[src/rtl/cpu_clock_controller.sv]
// rtl/cpu_clock_controller.sv - run/step/halt clock-enable generator for the FPGA CPU build
module cpu_clock_controller #(
  parameter int DIV_COUNT       = 100000,
  parameter int DEBOUNCE_CYCLES = 1000000,
  parameter int CNT_W           = 32
) (
  input  logic             clk_in,
  input  logic             rst_n,
  input  logic             run_sw,
  input  logic             step_btn,
  input  logic             halt_req,
  output logic             cpu_ce,
  output logic [1:0]       state,
  output logic [CNT_W-1:0] cycle_count
);

  localparam int DIV_W = $clog2(DIV_COUNT);
  localparam int DB_W  = $clog2(DEBOUNCE_CYCLES + 1);
  localparam logic [DIV_W-1:0] DIV_LAST = DIV_W'(DIV_COUNT - 1);
  localparam logic [DB_W-1:0]  DB_LAST  = DB_W'(DEBOUNCE_CYCLES - 1);

  typedef enum logic [1:0] {
    S_IDLE   = 2'b00,
    S_RUN    = 2'b01,
    S_STEP   = 2'b10,
    S_HALTED = 2'b11
  } state_t;

  logic             run_meta_q, run_meta_d;
  logic             run_s_q, run_s_d;
  logic             btn_meta_q, btn_meta_d;
  logic             btn_s_q, btn_s_d;
  logic             db_q, db_d;
  logic             db_prev_q, db_prev_d;
  logic [DB_W-1:0]  db_cnt_q, db_cnt_d;
  logic [DIV_W-1:0] div_cnt_q, div_cnt_d;
  state_t           state_q, state_d;
  logic             cpu_ce_q, cpu_ce_d;
  logic [CNT_W-1:0] cycle_count_q, cycle_count_d;
  logic             step_req;
  logic             stay_run;

  always_ff @(posedge clk_in or negedge rst_n) begin
    if (!rst_n) begin
      run_meta_q    <= 1'b0;
      run_s_q       <= 1'b0;
      btn_meta_q    <= 1'b0;
      btn_s_q       <= 1'b0;
      db_q          <= 1'b0;
      db_prev_q     <= 1'b0;
      db_cnt_q      <= '0;
      div_cnt_q     <= '0;
      state_q       <= S_IDLE;
      cpu_ce_q      <= 1'b0;
      cycle_count_q <= '0;
    end else begin
      run_meta_q    <= run_meta_d;
      run_s_q       <= run_s_d;
      btn_meta_q    <= btn_meta_d;
      btn_s_q       <= btn_s_d;
      db_q          <= db_d;
      db_prev_q     <= db_prev_d;
      db_cnt_q      <= db_cnt_d;
      div_cnt_q     <= div_cnt_d;
      state_q       <= state_d;
      cpu_ce_q      <= cpu_ce_d;
      cycle_count_q <= cycle_count_d;
    end
  end

  // Synchronizers and debouncer; the run of mismatching samples restarts on any match.
  always_comb begin
    run_meta_d = run_sw;
    run_s_d    = run_meta_q;
    btn_meta_d = step_btn;
    btn_s_d    = btn_meta_q;
    db_d       = db_q;
    db_cnt_d   = '0;
    if (btn_s_q != db_q) begin
      if (db_cnt_q == DB_LAST) begin
        db_d = btn_s_q;
      end else begin
        db_cnt_d = db_cnt_q + DB_W'(1);
      end
    end
    db_prev_d = db_q;
    step_req  = db_q & ~db_prev_q;
  end

  always_comb begin
    state_d = state_q;
    if (state_q != S_HALTED && halt_req) begin
      state_d = S_HALTED;
    end else begin
      case (state_q)
        S_IDLE: begin
          if (run_s_q)       state_d = S_RUN;
          else if (step_req) state_d = S_STEP;
        end
        S_RUN: begin
          if (!run_s_q) state_d = S_IDLE;
        end
        S_STEP: state_d = S_IDLE;
        S_HALTED: begin
          if (!run_s_q && !halt_req) state_d = S_IDLE;
        end
        default: state_d = S_IDLE;
      endcase
    end
  end

  // A due RUN pulse is only issued if the FSM stays in RUN, so halt or run-off suppress it.
  always_comb begin
    stay_run  = (state_q == S_RUN) && (state_d == S_RUN);
    cpu_ce_d  = ((state_q == S_IDLE) && (state_d == S_STEP)) ||
                (stay_run && (div_cnt_q == DIV_LAST));
    div_cnt_d = '0;
    if (stay_run && (div_cnt_q != DIV_LAST)) begin
      div_cnt_d = div_cnt_q + DIV_W'(1);
    end
    cycle_count_d = cycle_count_q;
    if (cpu_ce_q && (cycle_count_q != {CNT_W{1'b1}})) begin
      cycle_count_d = cycle_count_q + CNT_W'(1);
    end
  end

  assign cpu_ce      = cpu_ce_q;
  assign state       = state_q;
  assign cycle_count = cycle_count_q;

endmodule

[config.mk]
export PLATFORM = sky130hd
export DESIGN_NAME = cpu_clock_controller
export DESIGN_NICKNAME = d
export VERILOG_FILES = /design/src/rtl/cpu_clock_controller.sv
export SDC_FILE = /design/constraint.sdc
export NUM_CORES = 1
export LEC_CHECK = 0
export ABC_AREA = 1
export CAP_MARGIN = 20
export CORE_MARGIN = 2
export CORE_UTILIZATION = 40
export DETAILED_ROUTE_END_ITERATION = 10
export HOLD_SLACK_MARGIN = 0.05
export MAX_ROUTING_LAYER = met4
export PLACE_DENSITY_LB_ADDON = 0.15
export SYNTH_ARGS = -nofsm -noshare
export SYNTH_HDL_FRONTEND = slang
export SYNTH_SLANG_ARGS = --single-unit
[constraint.sdc]
create_clock -name clk_in -period 2.35 [get_ports clk_in]
set_clock_uncertainty 0.2 [all_clocks]
set_input_delay 0.47 -clock clk_in [delete_from_list [all_inputs] [get_ports clk_in]]
set_output_delay 0.47 -clock clk_in [all_outputs]
set_load 0.03 [all_outputs]
Word level (Yosys, flattened, before mapping)
Cells that the tools add are included.
{"block": "totals", "wordCells": 48, "input_bits": 5, "regBits": 78, "out_inout_bits": 35}
{"block": "op_classes", "n_mux": 9, "reduce_logical": 12, "n_addsub": 3, "eq_ne": 11, "bitwise": 2}
{"op": "2-to-1 mux 20 bit", "count": 2}
{"op": "adder 32 x 1 -> 32 bit, second input constant", "count": 1}
{"op": "inequality test 32 bit, second input constant", "count": 1}
{"op": "adder 20 x 1 -> 20 bit, second input constant", "count": 1}
{"op": "equality test 20 bit, second input constant", "count": 1}
{"op": "adder 17 x 1 -> 17 bit, second input constant", "count": 1}
{"op": "equality test 17 bit, second input constant", "count": 1}
{"op": "2-to-1 mux 17 bit", "count": 1}
{"op": "inequality test 17 bit, second input constant", "count": 1}
{"op": "2-to-1 mux 2 bit", "count": 5}
{"op": "one-hot mux 2 bit (4 select lines)", "count": 1}
{"op": "logical AND 1 bit", "count": 7}
{"op": "equality test 2 bit, second input constant", "count": 3}
{"op": "equality test 2 x 1 -> 1 bit, second input constant", "count": 2}
{"op": "zero test 1 bit", "count": 2}
{"op": "zero test 2 bit", "count": 1}
{"op": "inequality test 2 bit, second input constant", "count": 1}
{"op": "AND reduction 2 bit", "count": 1}
{"op": "AND 1 bit", "count": 1}
{"op": "logical OR 1 bit", "count": 1}
{"op": "inequality test 1 bit", "count": 1}
{"op": "inverter 1 bit", "count": 1}

Logic depth before layout (Yosys ltp)
{"block": "logic_depth", "word_depth": 10, "ltp_mapped": 11}

Worst setup path before layout
No wires, ideal clock.
{"block": "synth_path", "kind": "reg2reg", "startpoint": "reg cycle_count_q[0] (netlist: cycle_count[0])", "endpoint": "reg cycle_count_q[0] (netlist: cycle_count[0])", "slack_ns": 0.238, "t_arrival_ns": 1.794, "t_required_ns": 2.033, "path_buffers": 1, "setup_ns": 0.117, "stages_incl_launch_ff": 12, "path_cell_list": "dfrtp_1 > ha_1 > inv_2 > nor2_4 > nand2_4 > nor2_8 > nand2_4 > nand2_8 > inv_6 > buf_8 > nand2_2 > nand2_1"}
{"block": "synth_via", "elab_chain_cells": 2, "elab_cells_between_ends": 3, "classes_between": "add/sub: 1; eq/ne: 1; reduce/logical: 1"}
{"item": "start, declared", "line": "39", "source": "logic [CNT_W-1:0] cycle_count_q, cycle_count_d;"}
{"item": "start signal, assigned", "line": "67", "source": "cycle_count_q <= cycle_count_d;"}
{"item": "parallel branches: the longest is 2 deep, another holds adder 32 x 1 -> 32 bit"}
Several ways; the timed one is not identified.
A chain may end at the register's enable or synchronous reset.

Worst setup path after layout
{"block": "layout_path", "startpoint": "reg cycle_count_q[21] (netlist: cycle_count[21])", "endpoint": "out cycle_count[21]"}
{"item": "end, declared", "line": "14", "source": "output logic [CNT_W-1:0] cycle_count"}
No word-level cell between the ends.

==> results.yml <==
status:
  status: "finished clean"
finish:
  register_area_um2: 1950
  final_common_cell: "nand2_1"
  final_cell_mix: "nand2_1, nor2_1, dfrtp_1, inv_1, nand3_1"
  multiInputGateArea_um2: 2270
  diodes: 0
  drive_gt1_share_pct: 5.95
  syn2layout_area_growth_pct: 19.0
  finalNonFillerCells: 846
  fillers: 1118
  layout.nets: 709
floorplanning:
  core_area_um2: 11000
  io_pins: 40
  die_w_um: 111
  dieHeight_um: 111
  die-area_um2: 12300
  start_util_pct: 41.5
  rows: 38
routing:
  final_antenna_net_count: 0
  drtIter0Drc: 183
  routedWlPerCell_um: 12.1
  vias: 4111
  wirelength_um: 10200
  drc: 0
  viasPerCell: 4.86
  first_pass_iters: 4
cts:
  htreeDepth: 3
  clkTransAtPathRegs_ps: 60
  clkLatencyLatePin_ps: 340
  clockBufferDepth: 2
  cts_buffers: 9
  cts_resized: 0
  cts.sinks: 78
  cts_tree: "done"
  clock_tree.root_cell: "clkbuf_16"
setup_path:
  critPathSlowestCell: "clkdlybuf4s50_1"
  cp.buffers_inverters: 1
  worstPathRequired_ps: 1680
  cp-start-kind: "flop"
  end_kind: "output port"
  criticalPathCategory: "flop to output port"
  path_cells: "clkdlybuf4s50_1"
  crit_family: "buffers and inverters"
  critical_path.max_fanout: 6
  cp.arrival_ps: 1540
  slowest_delay_ps: 720
synthesis:
  synth_seq_area_share_pct: 42.9
  yosysWarnings: 0
  syn_area_um2: 4550
  synthCells: 653
  ys_seq_elements: 78
  synth_edf_count: 0
  postSynthAreaPerCell_um2: 6.97
  synth-main-ff-cell: "dfrtp_1"
  synth_cell_types: 29
  synth_nets: 661
  async_reset_ff_share_pct: 100
grt:
  antenna_found_initial: 0
  gr-usage-all-layers_pct: 18.2
  grt-ovfl-total: 0
  grt_pass1_vias: 3994
  grt_first_pass_wirelength_um: 18200
  grt_max_degree: 50
flow_run:
  max_cap_violations: 0
placement:
  hpwl_um: 7630
  dp_cells: 829
  io_buffers: 39
  gp_congestion: 0.887
sta:
  rsz0062_at_grt: "no"
  hold_violations: 0
  drv_slew: 0
  clock.fmax_mhz: 453
  tightest_slew_ps: 541
  setup_violations: 0
  period_share_pct: 93.9
  tns_ps: 0
  max_slew_margin_pct: 63.9
  finalCriticalPeriod_ps: 2210
worst_hold_path:
  hold_class: "flop to flop"
power_and_ir_drop:
  power_w: 0.00328
  ir_worst_vdd_v: 0.000286
  p_leak_nw: 2.45
  power-per-cell-area_nw_per_um2: 604
-- flip-flops by register name, summed over array words and instances, names as in the netlist --
register / flops
btn_meta_q: 1
state: 2
db_prev_q: 1
cpu_ce: 1
db_cnt_q: 20
cycle_count: 32
run_s_q: 1
div_cnt_q: 17
run_meta_q: 1
db_prev_d: 1
btn_s_q: 1
-- synthesized netlist by cell type, types with 2 or more instances --
cell      count  area share, %
nand2_2      11            1.5
o21ai_0       6           0.66
nor2_2        2           0.27
nand2_4       2           0.49
ha_1          3           0.82
nand2_1     236             19
a21oi_1       6           0.66
nor2_1      124             10
xor2_1       17            3.3
dfrtp_1      78             43
nand3_1      40            4.4
buf_6         4           0.99
o21ai_1       2           0.22
nand3b_1      2           0.33
nand4_1      11            1.5
xnor2_1      10            1.9
inv_1        68            5.6
nor3_1       18            2.0
nor2_4        2           0.49
or2_2         2           0.27
-- logic make-up (layout without fill, tap and decap cells) --
| family | Yosys count | count (layout) | share of synthesized area [%] |
|---|---|---|---|
| xor gates and xnor gates | 27 | 27 | 5.19 |
| and+or+nand+nor | 454 | 454 | 42.1 |
| adders and majority gates | 3 | 3 | 0.824 |
| AOI/OAI and AO/OA | 15 | 15 | 1.70 |
| buffers and inverters | 76 | 129 | 7.31 |
| DFF | 78 | 78 | 42.9 |
-- worst reg2reg max path: stages, from the launching register on --
cell     delay (ps)
dfrtp_1         460
ha_1            300
inv_2            80
nor2_4          160
nand2_4         100
nor2_8          170
nand2_4          90
nand2_8         190
inv_6           140
nand2_1         120
nand2_1          50
-- power by group --
group          switching, W  internal [W]  total [W]
clock network      0.000557      0.000961    0.00152
registers         0.0000585       0.00138    0.00144
logic              0.000197      0.000119   0.000316
total              0.000813       0.00246    0.00328
-- metrics by stage --
step	worst slack [ps]	util [%]	area (µm²)	hold WS [ps]
floorplan	238	-	4550	-25.6
global placement	245	46.3	5090	133
detailed placement	181	46.3	5090	138
CTS	132	49.4	5420	150
global route	13.2	49.4	5420	156
finish	144	49.4	5420	148
-- worst paths after layout --
check	slack (ps)	end	cells after the start	startpoint
worst min-delay path	150	run_s_q$_DFF_PN0_	0	run_meta_q$_DFF_PN0_
worst max register to register	190	cycle_count[22]$_DFFE_PN0P_	10	cycle_count[0]$_DFFE_PN0P_
worst max-delay path	140	cycle_count[21]	1	cycle_count[21]$_DFFE_PN0P_
worst min register to register	150	run_s_q$_DFF_PN0_	0	run_meta_q$_DFF_PN0_
min in group asynchronous	410	cycle_count[2]$_DFFE_PN0P_	2	rst_n
max in group asynchronous	960	db_cnt_q[19]$_DFF_PN0_	3	rst_n
-- cell type report --
cell class	count	area share, %
clock inverters	5	1.50
well taps	140	3.23
multi-input cells	499	41.9
repair buffers	43	7.99
inverters	70	4.94
clock buffers	11	4.48
flip-flops and latches	78	36.0
-- repair_timing --
item / CTS / global route
hold buffers: 1 / 0
buffers inserted: 0 / 0
endpoints found under the hold margin: 29 / 0
endpoints found under the setup margin: 0 / 0
-- per-layer routing --
metal,track usage [%],routed length [µm],vias to the layer above
li1,-,-,2117
met1,22.0,4740,1902
met5,-,0,-
met4,7.25,169,0
met2,30.9,5030,77
met3,2.52,310,15
(Power assumes the default switching activity.)
